## src/rtl/control_sequencer_if.sv

```systemverilog
// -----------------------------------------------------------------------------
// control_sequencer_if
//
// Bundles every signal between the control sequencer and the datapath / ring
// counter, apart from the clock and the reset.
//
//   master : the control sequencer.
//            Inputs  : t_state, bus_in, alu_carry, alu_zero.
//            Outputs : all control strobes, extended_fetch, ring_enable,
//                      halted, ir_operand (and illegal_op when trapping).
//   slave  : the datapath / ring-counter side (mirror image of master).
//
// Signals:
//   t_state        one-hot T-state (T0..T9) from the ring counter
//   bus_in         RAM data; the instruction byte is presented at T2
//   alu_carry      ALU carry-out
//   alu_zero       ALU result == 0
//   pc_count       PC increment
//   pc_load        PC load from bus (jump)
//   pc_out         PC drives bus
//   mar_in         MAR loads from bus
//   ram_out        RAM drives bus
//   ram_in         RAM write
//   ir_out         IR immediate nibble drives bus
//   a_in/a_out     register A load / drive
//   b_in           register B load
//   alu_out        ALU drives bus
//   alu_sub        ALU subtract select
//   out_in         output register load
//   flags_in       flag capture strobe
//   extended_fetch ring counter must run T6..T9 for this instruction
//   ring_enable    ring counter enable (low once halted)
//   halted         HLT executed (sticky)
//   ir_operand     IR[3:0]
//   illegal_op     undefined opcode trapped (only with SEQ_ILLEGAL_TRAP_EN)
//
// Optional feature macro: SEQ_ILLEGAL_TRAP_EN adds the illegal_op signal.
// -----------------------------------------------------------------------------
interface control_sequencer_if #(
    parameter int DATA_W = 8,
    parameter int OP_W   = 4
);
    logic [9:0]             t_state;
    logic [DATA_W-1:0]      bus_in;
    logic                   alu_carry;
    logic                   alu_zero;

    logic                   pc_count;
    logic                   pc_load;
    logic                   pc_out;
    logic                   mar_in;
    logic                   ram_out;
    logic                   ram_in;
    logic                   ir_out;
    logic                   a_in;
    logic                   a_out;
    logic                   b_in;
    logic                   alu_out;
    logic                   alu_sub;
    logic                   out_in;
    logic                   flags_in;
    logic                   extended_fetch;
    logic                   ring_enable;
    logic                   halted;
    logic [DATA_W-OP_W-1:0] ir_operand;
`ifdef SEQ_ILLEGAL_TRAP_EN
    logic                   illegal_op;
`endif

    modport master (
        input  t_state, bus_in, alu_carry, alu_zero,
`ifdef SEQ_ILLEGAL_TRAP_EN
        output illegal_op,
`endif
        output pc_count, pc_load, pc_out, mar_in, ram_out, ram_in, ir_out,
               a_in, a_out, b_in, alu_out, alu_sub, out_in, flags_in,
               extended_fetch, ring_enable, halted, ir_operand
    );

    modport slave (
        output t_state, bus_in, alu_carry, alu_zero,
`ifdef SEQ_ILLEGAL_TRAP_EN
        input  illegal_op,
`endif
        input  pc_count, pc_load, pc_out, mar_in, ram_out, ram_in, ir_out,
               a_in, a_out, b_in, alu_out, alu_sub, out_in, flags_in,
               extended_fetch, ring_enable, halted, ir_operand
    );
endinterface

```

## src/rtl/control_sequencer.sv

```systemverilog
// -----------------------------------------------------------------------------
// control_sequencer
//
// Control unit of the 8-bit accumulator machine. Latches the instruction byte
// into the IR at T2, decodes it against the one-hot T-state from the external
// 10-state ring counter and produces the per-state control word. Also holds
// the carry/zero flags, the halt latch and the registered extended_fetch
// request that tells the ring counter to run the T6..T9 window.
//
// Ports:
//   clk    in   system clock, rising edge
//   clear  in   asynchronous active-high reset
//   ctl    control_sequencer_if.master (see the interface file for the list)
//
// Parameters:
//   DATA_W  bus / instruction width (only 8 supported)
//   OP_W    opcode width; IR[7:4] = opcode, IR[3:0] = immediate nibble
//
// Optional feature macro: SEQ_ILLEGAL_TRAP_EN
//   defined     : opcodes 0x9..0xD halt the machine at the T3 edge and set the
//                 sticky illegal_op output.
//   not defined : opcodes 0x9..0xD execute as NOP, no illegal_op port.
//
// Opcode map: NOP 0x0, LDA 0x1, ADD 0x2, SUB 0x3, STA 0x4, LDI 0x5, JMP 0x6,
//             JC 0x7, JZ 0x8, OUT 0xE, HLT 0xF. NOP needs no decode: it is
//             simply the absence of every other match.
//
// Structure: there is no private state machine (sequencing lives in the ring
// counter), but the block is written as the usual three processes: register
// process, next-state combinational process, output combinational process.
// -----------------------------------------------------------------------------
module control_sequencer #(
    parameter int DATA_W = 8,
    parameter int OP_W   = 4
) (
    input  logic                clk,
    input  logic                clear,
    control_sequencer_if.master ctl
);

    localparam logic [OP_W-1:0] OP_LDA = 4'h1;
    localparam logic [OP_W-1:0] OP_ADD = 4'h2;
    localparam logic [OP_W-1:0] OP_SUB = 4'h3;
    localparam logic [OP_W-1:0] OP_STA = 4'h4;
    localparam logic [OP_W-1:0] OP_LDI = 4'h5;
    localparam logic [OP_W-1:0] OP_JMP = 4'h6;
    localparam logic [OP_W-1:0] OP_JC  = 4'h7;
    localparam logic [OP_W-1:0] OP_JZ  = 4'h8;
    localparam logic [OP_W-1:0] OP_OUT = 4'hE;
    localparam logic [OP_W-1:0] OP_HLT = 4'hF;
`ifdef SEQ_ILLEGAL_TRAP_EN
    localparam logic [OP_W-1:0] OP_ILL_LO = 4'h9;
    localparam logic [OP_W-1:0] OP_ILL_HI = 4'hD;
`endif

    // ---------------------------------------------------------------------
    // State
    // ---------------------------------------------------------------------
    logic [DATA_W-1:0] ir_reg,      ir_next;
    logic              ext_reg,     ext_next;
    logic              carry_reg,   carry_next;
    logic              zero_reg,    zero_next;
    logic              halted_reg,  halted_next;
`ifdef SEQ_ILLEGAL_TRAP_EN
    logic              illegal_reg, illegal_next;
`endif

    // ---------------------------------------------------------------------
    // One-hot qualification of t_state.
    // seen[i] : some bit in t_state[i:0] is set
    // dup[i]  : two or more bits in t_state[i:0] are set
    // ---------------------------------------------------------------------
    logic [9:0] t;
    logic [9:0] seen;
    logic [9:0] dup;
    logic       t_valid;

    assign t       = ctl.t_state;
    assign seen[0] = t[0];
    assign dup[0]  = 1'b0;

    genvar gi;
    generate
        for (gi = 1; gi < 10; gi++) begin : g_onehot
            assign seen[gi] = seen[gi-1] | t[gi];
            assign dup[gi]  = dup[gi-1] | (seen[gi-1] & t[gi]);
        end
    endgenerate

    assign t_valid = seen[9] & ~dup[9];

    // Everything (strobes and register updates) is gated by this. clear is
    // included so that no write strobe survives while reset is asserted, even
    // in the instant before the IR has visibly returned to NOP.
    logic active;
    assign active = t_valid & ~halted_reg & ~clear;

    // ---------------------------------------------------------------------
    // Decode of the latched instruction
    // ---------------------------------------------------------------------
    logic [OP_W-1:0] opcode;
    logic [OP_W-1:0] new_opcode;
    logic            is_mem_ref;   // LDA/ADD/SUB/STA: operand address fetched at T5
    logic            is_jump;      // JMP/JC/JZ: operand is the jump target
    logic            is_alu;       // ADD/SUB
    logic            jump_taken;
    logic            new_is_ext;

    assign opcode     = ir_reg[DATA_W-1 -: OP_W];
    assign new_opcode = ctl.bus_in[DATA_W-1 -: OP_W];

    assign is_alu     = (opcode == OP_ADD) | (opcode == OP_SUB);
    assign is_mem_ref = (opcode == OP_LDA) | is_alu | (opcode == OP_STA);
    assign is_jump    = (opcode == OP_JMP) | (opcode == OP_JC) | (opcode == OP_JZ);
    assign jump_taken = (opcode == OP_JMP)
                      | ((opcode == OP_JC) & carry_reg)
                      | ((opcode == OP_JZ) & zero_reg);

    // Only memory-reference instructions need the T6..T9 window.
    assign new_is_ext = (new_opcode == OP_LDA) | (new_opcode == OP_ADD)
                      | (new_opcode == OP_SUB) | (new_opcode == OP_STA);

`ifdef SEQ_ILLEGAL_TRAP_EN
    logic is_illegal;
    assign is_illegal = (opcode >= OP_ILL_LO) & (opcode <= OP_ILL_HI);
`endif

    // ---------------------------------------------------------------------
    // Output process: control word
    // ---------------------------------------------------------------------
    logic pc_count, pc_load, pc_out, mar_in, ram_out, ram_in, ir_out;
    logic a_in, a_out, b_in, alu_out, alu_sub, out_in, flags_in;

    always_comb begin
        pc_count = 1'b0;
        pc_load  = 1'b0;
        pc_out   = 1'b0;
        mar_in   = 1'b0;
        ram_out  = 1'b0;
        ram_in   = 1'b0;
        ir_out   = 1'b0;
        a_in     = 1'b0;
        a_out    = 1'b0;
        b_in     = 1'b0;
        alu_out  = 1'b0;
        alu_sub  = 1'b0;
        out_in   = 1'b0;
        flags_in = 1'b0;

        if (active) begin
            // Fetch, common to all opcodes. T1 is the RAM read-latency slot.
            if (t[0]) begin
                pc_out = 1'b1;
                mar_in = 1'b1;
            end
            if (t[2]) begin
                ram_out  = 1'b1;
                pc_count = 1'b1;
            end

            // T3: operand-address fetch or single-byte execution.
            if (t[3]) begin
                if (is_mem_ref | is_jump) begin
                    pc_out = 1'b1;
                    mar_in = 1'b1;
                end
                if (opcode == OP_LDI) begin
                    ir_out = 1'b1;
                    a_in   = 1'b1;
                end
                if (opcode == OP_OUT) begin
                    a_out  = 1'b1;
                    out_in = 1'b1;
                end
            end

            // T5: operand byte is on the bus (T4 was the read-latency slot).
            if (t[5]) begin
                if (is_mem_ref) begin
                    // Operand is a data address: move it into the MAR.
                    ram_out  = 1'b1;
                    mar_in   = 1'b1;
                    pc_count = 1'b1;
                end else if (is_jump) begin
                    if (jump_taken) begin
                        ram_out = 1'b1;
                        pc_load = 1'b1;
                    end else begin
                        // Not taken: step over the operand byte.
                        pc_count = 1'b1;
                    end
                end
            end

            // T7: data access (T6 was the read-latency slot).
            if (t[7]) begin
                if (opcode == OP_LDA) begin
                    ram_out = 1'b1;
                    a_in    = 1'b1;
                end
                if (opcode == OP_STA) begin
                    a_out  = 1'b1;
                    ram_in = 1'b1;
                end
                if (is_alu) begin
                    ram_out = 1'b1;
                    b_in    = 1'b1;
                end
            end

            if (t[8] && is_alu) begin
                alu_out  = 1'b1;
                a_in     = 1'b1;
                flags_in = 1'b1;
                alu_sub  = (opcode == OP_SUB);
            end
        end
    end

    // ---------------------------------------------------------------------
    // Next-state process
    // ---------------------------------------------------------------------
    always_comb begin
        ir_next      = ir_reg;
        ext_next     = ext_reg;
        carry_next   = carry_reg;
        zero_next    = zero_reg;
        halted_next  = halted_reg;
`ifdef SEQ_ILLEGAL_TRAP_EN
        illegal_next = illegal_reg;
`endif

        if (active) begin
            if (t[2]) begin
                ir_next  = ctl.bus_in;
                // Held until the next T2 edge, so it is stable at T5 when the
                // ring counter decides whether to continue into T6.
                ext_next = new_is_ext;
            end
            if (t[3] && (opcode == OP_HLT)) begin
                halted_next = 1'b1;
            end
`ifdef SEQ_ILLEGAL_TRAP_EN
            if (t[3] && is_illegal) begin
                halted_next  = 1'b1;
                illegal_next = 1'b1;
            end
`endif
        end

        // flags_in is already qualified by active.
        if (flags_in) begin
            carry_next = ctl.alu_carry;
            zero_next  = ctl.alu_zero;
        end
    end

    // ---------------------------------------------------------------------
    // Register process
    // ---------------------------------------------------------------------
    always_ff @(posedge clk or posedge clear) begin
        if (clear) begin
            ir_reg      <= '0;
            ext_reg     <= 1'b0;
            carry_reg   <= 1'b0;
            zero_reg    <= 1'b0;
            halted_reg  <= 1'b0;
`ifdef SEQ_ILLEGAL_TRAP_EN
            illegal_reg <= 1'b0;
`endif
        end else begin
            ir_reg      <= ir_next;
            ext_reg     <= ext_next;
            carry_reg   <= carry_next;
            zero_reg    <= zero_next;
            halted_reg  <= halted_next;
`ifdef SEQ_ILLEGAL_TRAP_EN
            illegal_reg <= illegal_next;
`endif
        end
    end

    // ---------------------------------------------------------------------
    // Outputs
    // ---------------------------------------------------------------------
    assign ctl.pc_count       = pc_count;
    assign ctl.pc_load        = pc_load;
    assign ctl.pc_out         = pc_out;
    assign ctl.mar_in         = mar_in;
    assign ctl.ram_out        = ram_out;
    assign ctl.ram_in         = ram_in;
    assign ctl.ir_out         = ir_out;
    assign ctl.a_in           = a_in;
    assign ctl.a_out          = a_out;
    assign ctl.b_in           = b_in;
    assign ctl.alu_out        = alu_out;
    assign ctl.alu_sub        = alu_sub;
    assign ctl.out_in         = out_in;
    assign ctl.flags_in       = flags_in;
    assign ctl.extended_fetch = ext_reg;
    assign ctl.ring_enable    = ~halted_reg;
    assign ctl.halted         = halted_reg;
    assign ctl.ir_operand     = ir_reg[DATA_W-OP_W-1:0];
`ifdef SEQ_ILLEGAL_TRAP_EN
    assign ctl.illegal_op     = illegal_reg;
`endif

endmodule

```

## src/flat_wrapper.sv

```systemverilog
// flat-port wrapper written by rule: the top's interface ports become plain ports
module control_sequencer_flat 
#(
    parameter int DATA_W = 8,
    parameter int OP_W   = 4
)
  (clk, clear, ctl_t_state, ctl_bus_in, ctl_alu_carry, ctl_alu_zero, ctl_pc_count, ctl_pc_load, ctl_pc_out, ctl_mar_in, ctl_ram_out, ctl_ram_in, ctl_ir_out, ctl_a_in, ctl_a_out, ctl_b_in, ctl_alu_out, ctl_alu_sub, ctl_out_in, ctl_flags_in, ctl_extended_fetch, ctl_ring_enable, ctl_halted, ctl_ir_operand);
  control_sequencer_if #(.DATA_W(DATA_W), .OP_W(OP_W)) ctl_i ();
  input  logic clk;
  input  logic clear;
  input wire logic [$bits(ctl_i.t_state)-1:0] ctl_t_state;
  input wire logic [$bits(ctl_i.bus_in)-1:0] ctl_bus_in;
  input wire logic [$bits(ctl_i.alu_carry)-1:0] ctl_alu_carry;
  input wire logic [$bits(ctl_i.alu_zero)-1:0] ctl_alu_zero;
  output wire logic [$bits(ctl_i.pc_count)-1:0] ctl_pc_count;
  output wire logic [$bits(ctl_i.pc_load)-1:0] ctl_pc_load;
  output wire logic [$bits(ctl_i.pc_out)-1:0] ctl_pc_out;
  output wire logic [$bits(ctl_i.mar_in)-1:0] ctl_mar_in;
  output wire logic [$bits(ctl_i.ram_out)-1:0] ctl_ram_out;
  output wire logic [$bits(ctl_i.ram_in)-1:0] ctl_ram_in;
  output wire logic [$bits(ctl_i.ir_out)-1:0] ctl_ir_out;
  output wire logic [$bits(ctl_i.a_in)-1:0] ctl_a_in;
  output wire logic [$bits(ctl_i.a_out)-1:0] ctl_a_out;
  output wire logic [$bits(ctl_i.b_in)-1:0] ctl_b_in;
  output wire logic [$bits(ctl_i.alu_out)-1:0] ctl_alu_out;
  output wire logic [$bits(ctl_i.alu_sub)-1:0] ctl_alu_sub;
  output wire logic [$bits(ctl_i.out_in)-1:0] ctl_out_in;
  output wire logic [$bits(ctl_i.flags_in)-1:0] ctl_flags_in;
  output wire logic [$bits(ctl_i.extended_fetch)-1:0] ctl_extended_fetch;
  output wire logic [$bits(ctl_i.ring_enable)-1:0] ctl_ring_enable;
  output wire logic [$bits(ctl_i.halted)-1:0] ctl_halted;
  output wire logic [$bits(ctl_i.ir_operand)-1:0] ctl_ir_operand;
  assign ctl_i.t_state = ctl_t_state;
  assign ctl_i.bus_in = ctl_bus_in;
  assign ctl_i.alu_carry = ctl_alu_carry;
  assign ctl_i.alu_zero = ctl_alu_zero;
  assign ctl_pc_count = ctl_i.pc_count;
  assign ctl_pc_load = ctl_i.pc_load;
  assign ctl_pc_out = ctl_i.pc_out;
  assign ctl_mar_in = ctl_i.mar_in;
  assign ctl_ram_out = ctl_i.ram_out;
  assign ctl_ram_in = ctl_i.ram_in;
  assign ctl_ir_out = ctl_i.ir_out;
  assign ctl_a_in = ctl_i.a_in;
  assign ctl_a_out = ctl_i.a_out;
  assign ctl_b_in = ctl_i.b_in;
  assign ctl_alu_out = ctl_i.alu_out;
  assign ctl_alu_sub = ctl_i.alu_sub;
  assign ctl_out_in = ctl_i.out_in;
  assign ctl_flags_in = ctl_i.flags_in;
  assign ctl_extended_fetch = ctl_i.extended_fetch;
  assign ctl_ring_enable = ctl_i.ring_enable;
  assign ctl_halted = ctl_i.halted;
  assign ctl_ir_operand = ctl_i.ir_operand;
  control_sequencer #(.DATA_W(DATA_W), .OP_W(OP_W)) u_core (.clk(clk), .clear(clear), .ctl(ctl_i));
endmodule
```

## config.mk

```make
export PLATFORM = sky130hd
export DESIGN_NAME = control_sequencer_flat
export DESIGN_NICKNAME = d
export VERILOG_FILES = /design/src/rtl/control_sequencer_if.sv /design/src/rtl/control_sequencer.sv /design/src/flat_wrapper.sv
export SDC_FILE = /design/constraint.sdc
export NUM_CORES = 1
export LEC_CHECK = 0
export CORE_ASPECT_RATIO = 0.7
export CORE_MARGIN = 2
export CORE_UTILIZATION = 44
export CTS_CLUSTER_DIAMETER = 80
export CTS_CLUSTER_SIZE = 16
export DETAILED_ROUTE_END_ITERATION = 10
export PLACE_DENSITY = 0.76
export SYNTH_ARGS = -nofsm -noshare
export SYNTH_HDL_FRONTEND = slang
export SYNTH_SLANG_ARGS = --single-unit
```

## constraint.sdc

```tcl
create_clock -name clk -period 3.8 [get_ports clk]
set_clock_uncertainty 0.15 [all_clocks]
set_input_delay 0.95 -clock clk [delete_from_list [all_inputs] [get_ports clk]]
set_output_delay 0.95 -clock clk [all_outputs]
set_load 0.01 [all_outputs]
```

# == Yosys cells after proc, flatten, opt, wreduce, memory -nomap -nowiden ==
# Cells that the tools add are included.
# op_classes
eq_ne,14
mux,49
bitwise_logic,45
n_reduce_logical,4
# op_table
op,n
1-bit 2-to-1 mux,49
1-bit bitwise OR,28
"4-bit by 3-bit == test with 1-bit output, second input constant",5
"4-bit by 2-bit == test with 1-bit output, second input constant",4
1-bit AND,14
"4-bit == test, second input constant",3
"4-bit by 1-bit == test with 1-bit output, second input constant",2
2-bit AND reduction,2
1-bit inverter,3
1-bit logical AND,2
# totals
regBits,12
in_bits,22

# == Depth between registers and ports, before layout ==
# Gate-level depths: netlist of the first run.
# logic_depth
word_depth,15
depth_mapped,6

# == Worst setup path after synthesis of the first run ==
# Ideal clock, no wire load.
# synth_timing
path_type,input port to output port
start,input ctl_t_state[2]
end,output ctl_flags_in
arrival_time_ns,2.678
required_ns,2.700
setup_slack_ns,0.022
stages,6
n_path_buf,3
path_cell_list,buf_2 a2111oi_0 o21ai_0 clkbuf_1 nor4_1 buf_4
# synth_via
elab_chain_len,14
# synth_rtl
element,line_no,rtl
from (decl),flat_wrapper.sv:11,input wire logic [$bits(ctl_i.t_state)-1:0] ctl_t_state;
1-bit AND or 1-bit bitwise OR (tied branches),"control_sequencer.sv:86, control_sequencer.sv:85",
"1-bit bitwise OR, or another cell as far along (6 in series)",control_sequencer.sv:86,assign dup[gi] = dup[gi-1] | (seen[gi-1] & t[gi]);
1-bit bitwise OR or 1-bit AND (tied branches),control_sequencer.sv:86,
1-bit bitwise OR,control_sequencer.sv:86,
1-bit inverter,control_sequencer.sv:90,assign t_valid = seen[9] & ~dup[9];
1-bit AND *,control_sequencer.sv:90,
1-bit AND * (2 in series),control_sequencer.sv:96,assign active = t_valid & ~halted_reg & ~clear;
1-bit 2-to-1 mux *,--,
to (decl),flat_wrapper.sv:28,output wire logic [$bits(ctl_i.flags_in)-1:0] ctl_flags_in;
# Mark *: on every way between the ends. The rest lies on a longest branch, timed or not.

# == Worst setup path in the final report of the first run ==
# layout_timing
start,input ctl_t_state[7]
end,output ctl_a_out
# layout_via
elab_chain_len,9
# layout_rtl
element,line_no,rtl
1-bit AND or 1-bit bitwise OR (tied branches),"control_sequencer.sv:86, control_sequencer.sv:85",
"1-bit bitwise OR, or another cell as far along",control_sequencer.sv:86,
1-bit bitwise OR or 1-bit AND (tied branches),control_sequencer.sv:86,
1-bit bitwise OR,control_sequencer.sv:86,
1-bit inverter,control_sequencer.sv:90,
1-bit AND,control_sequencer.sv:90,
1-bit AND (2 in series),control_sequencer.sv:96,
1-bit 2-to-1 mux *,control_sequencer.sv:150,if (active) begin
to (decl),flat_wrapper.sv:23,output wire logic [$bits(ctl_i.a_out)-1:0] ctl_a_out;
# Marked as above.

==> impl_metrics.toml, run 1 <==
[critical_path]
crit_fanout = 7
startpoint_type = "input pin"
r2r-end = "u_core.zero_reg$_DFFE_PP0P_"
slowest_stage = "or3_4"
critical-path-max-stage-delay_ps = 370
cp_data_arrival_time_ps = 2640
path_delay_family = "simple AND/OR/NAND/NOR gates"
critical_path_class = "in -> out"
crit_buf_inv = 3
r2r_cells = 5
worst_setup_path_end_kind = "output port"
cp_common_cell = "nor4_4"
crit_required_ps = 2700
path_cells = "dlygate4sd2_1, or3_4, nor4_4, o21ai_4, buf_6, nor4_4, buf_2"
reg2reg_slack_ps = 1910
r2r-start = "u_core.ir_reg[7]$_DFFE_PP0P_"

[route]
routed_wl_um = 3440
viasPerCell = 5.74
first_pass_iters = 4
ant_nets = 0
wl_per_cell_um = 16.3
drt-initial-drc-count = 48
vias = 1212
drc_errors = 0

[cts]
insertion_delay_ps = 240
cts_tree = "built"
cts_inserted_buffers = 3
cts.sinks = 12
htree_levels = 1
root_buffer = "clkbuf_8"
cts.path.max_buffers = 2
clk_pin_slew_ps = 50

[synth]
syn_area_mm2 = 0.00117
synth-async-reset-ratio = 1.00
avgSynthCellArea_um2 = 9.55
synthCells = 123
synth-seq-cells = 12
synth_ff_type = "dfrtp_1"
ys_warn_count = 0
synth_edf_count = 0
yosysSeqAreaShare = 0.256
synth_fp_nets = 145
synth.area.top_cells = "dfrtp_1 26%, mux2_4 12%, nor4_2 4.3%"
ys_types = 46
synth.top_cell.area_share = 0.256
synth_area_leader_cell = "dfrtp_1"

[layout]
diodes = 0
area_delta_synth_final_pct = 53.8
drive_above_1_share = 0.475
fin_area_mm2 = 0.00181
fin_util = 0.724
largest_reg_flops = 8
nNetsFinal = 200

[floorplan]
die_width_um = 65.8
core_mm2 = 0.00250
ios = 43
initial_core_util = 0.471
die-area_mm2 = 0.00311
die_h_um = 47.2
rows = 15

[place]
dp_hpwl_um = 2410
gp_congestion = 0.924
dpl_worst_slack_ps = -675
io_buffer_count = 42
place_area_mm2 = 0.00167

[worst_hold_path]
hold_class = "reg -> reg"
hold_path_end = "u_core.ctl.extended_fetch$_DFFE_PP0P_"
hp-start = "u_core.ctl.extended_fetch$_DFFE_PP0P_"
holdPathStages = 1

[sta]
maxSlewViolCount = 0
timing.final.crit_share = 0.983
tightest_slew_ps = 536
finalHoldViolations = 0
finalSetupViolCount = 0
relSlewSlack = 0.639
fin_ws_ps = 63.3
period_needed_ps = 3740
fmax_mhz = 268

[global_route]
grt_pass1_vias = 1134
grt_max_degree = 21
grt_remaining_overflow = 0
grt_usage = 0.219
antenna_found_initial = 0
grt_pass1_wl_um = 5120

[power]
power-per-cell-area_mw_per_mm2 = 182
power.leakage_nw = 0.774
peakVddDrop_uv = 147

[outcome]
status = "finished, final reports clean"

[run]
maxCapViolations = 0
-- metrics by stage --
| step | hold WS (ps) | TNS, ps | std cells | total power, mW |
|---|---|---|---|---|
| floorplan | 321 | 0 | 123 | 0.153 |
| global placement | 343 | -8180 | 201 | 0.187 |
| detailed placement | 348 | -8680 | 201 | 0.188 |
| CTS | 370 | -17.2 | 210 | 0.328 |
| global route | 378 | -42.9 | 211 | 0.344 |
| finish | 364 | 0 | 211 | 0.329 |
-- placed cells by master (no fill, tap or decap), drive strengths merged, types with 3 or more instances in the layout --
master,n
clkdlybuf4s50,20
nor2,5
mux2,11
a211oi,3
nand2,3
a21oi,3
nor3,6
nor4,11
or3,3
buf,38
nor2b,3
nand3b,3
inv,6
o31a,3
o21ai,8
clkbuf,8
dfrtp,12
-- metal layers --
metal | vias up | track usage | share of wire
met5 | - | 0 | 0
met4 | 0 | 0.0375 | 0.0084
met3 | 6 | 0.0456 | 0.058
met2 | 47 | 0.374 | 0.46
met1 | 594 | 0.298 | 0.48
li1 | 565 | - | -
-- final cells by class --
type | count | area (um2)
multi-input combinational | 88 | 843
fill | 196 | 689
timing repair buffer | 67 | 543
sequential | 12 | 300
clock buffer | 4 | 55.1
tap | 34 | 42.5
inverter | 6 | 22.5
-- cells in the mapped netlist (2+ instances only) --
master,instances
nand2_1,3
nor2_1,5
o21ai_0,7
nor2b_1,3
clkbuf_1,7
buf_6,4
nand3b_1,3
nor4_2,4
a21oi_1,3
dfrtp_1,12
mux2_2,2
maj3_1,2
and3_1,2
a211oi_1,3
inv_1,6
nor4_1,6
mux2_4,9
buf_4,5
nor3b_1,2
nand4_1,2
o31a_1,3
nor3_1,6
-- cells by family (layout without fill, tap and decap cells) --
| group | after synthesis | count (layout) | share of synthesized area |
|---|---|---|---|
| and+or+nand+nor | 46 | 46 | 0.282 |
| AOI/OAI and AO/OA | 26 | 26 | 0.171 |
| buffers and inverters | 23 | 77 | 0.116 |
| muxes | 12 | 12 | 0.143 |
| DFF | 12 | 12 | 0.256 |
| adders and majority gates | 2 | 2 | 0.0170 |
| xor gates and xnor gates | 2 | 2 | 0.0149 |
-- how the worst max path moves through the flow --
stage | start | to | slack, ps | depth (start not counted)
6_report | ctl_t_state[7] | ctl_a_out | 60 | 7
5_1_grt | ctl_t_state[4] | ctl_out_in | -20 | 8
4_1_cts | ctl_t_state[4] | ctl_pc_load | -9 | 7
3_5_place_dp | ctl_t_state[3] | ctl_a_in | -670 | 6
3_3_place_gp | ctl_t_state[3] | ctl_a_in | -600 | 6
2_1_floorplan | ctl_t_state[2] | ctl_flags_in | 20 | 6
-- power by group --
part | internal, mW | switching, mW
clock network | 0.0915 | 0.0469
registers | 0.128 | 0.0000289
logic | 0.0327 | 0.0302
total | 0.252 | 0.0771
-- repair_timing --
| item | in CTS | in global routing |
|---|---|---|
| setup endpoints to repair | 14 | 13 |
| resized for setup | 81 | 19 |
| hold buffers | 0 | 0 |
| buffers inserted | 5 | 1 |
| pin swaps | 11 | 5 |
No activity file was read; power rests on OpenSTA's default activity.
==> inputs of run 2 (changes only) <==
CAP_MARGIN = 20   (was not set)
==> results of run 2 <==
The final DEF is identical to that of run 1; final timing and power are the same.
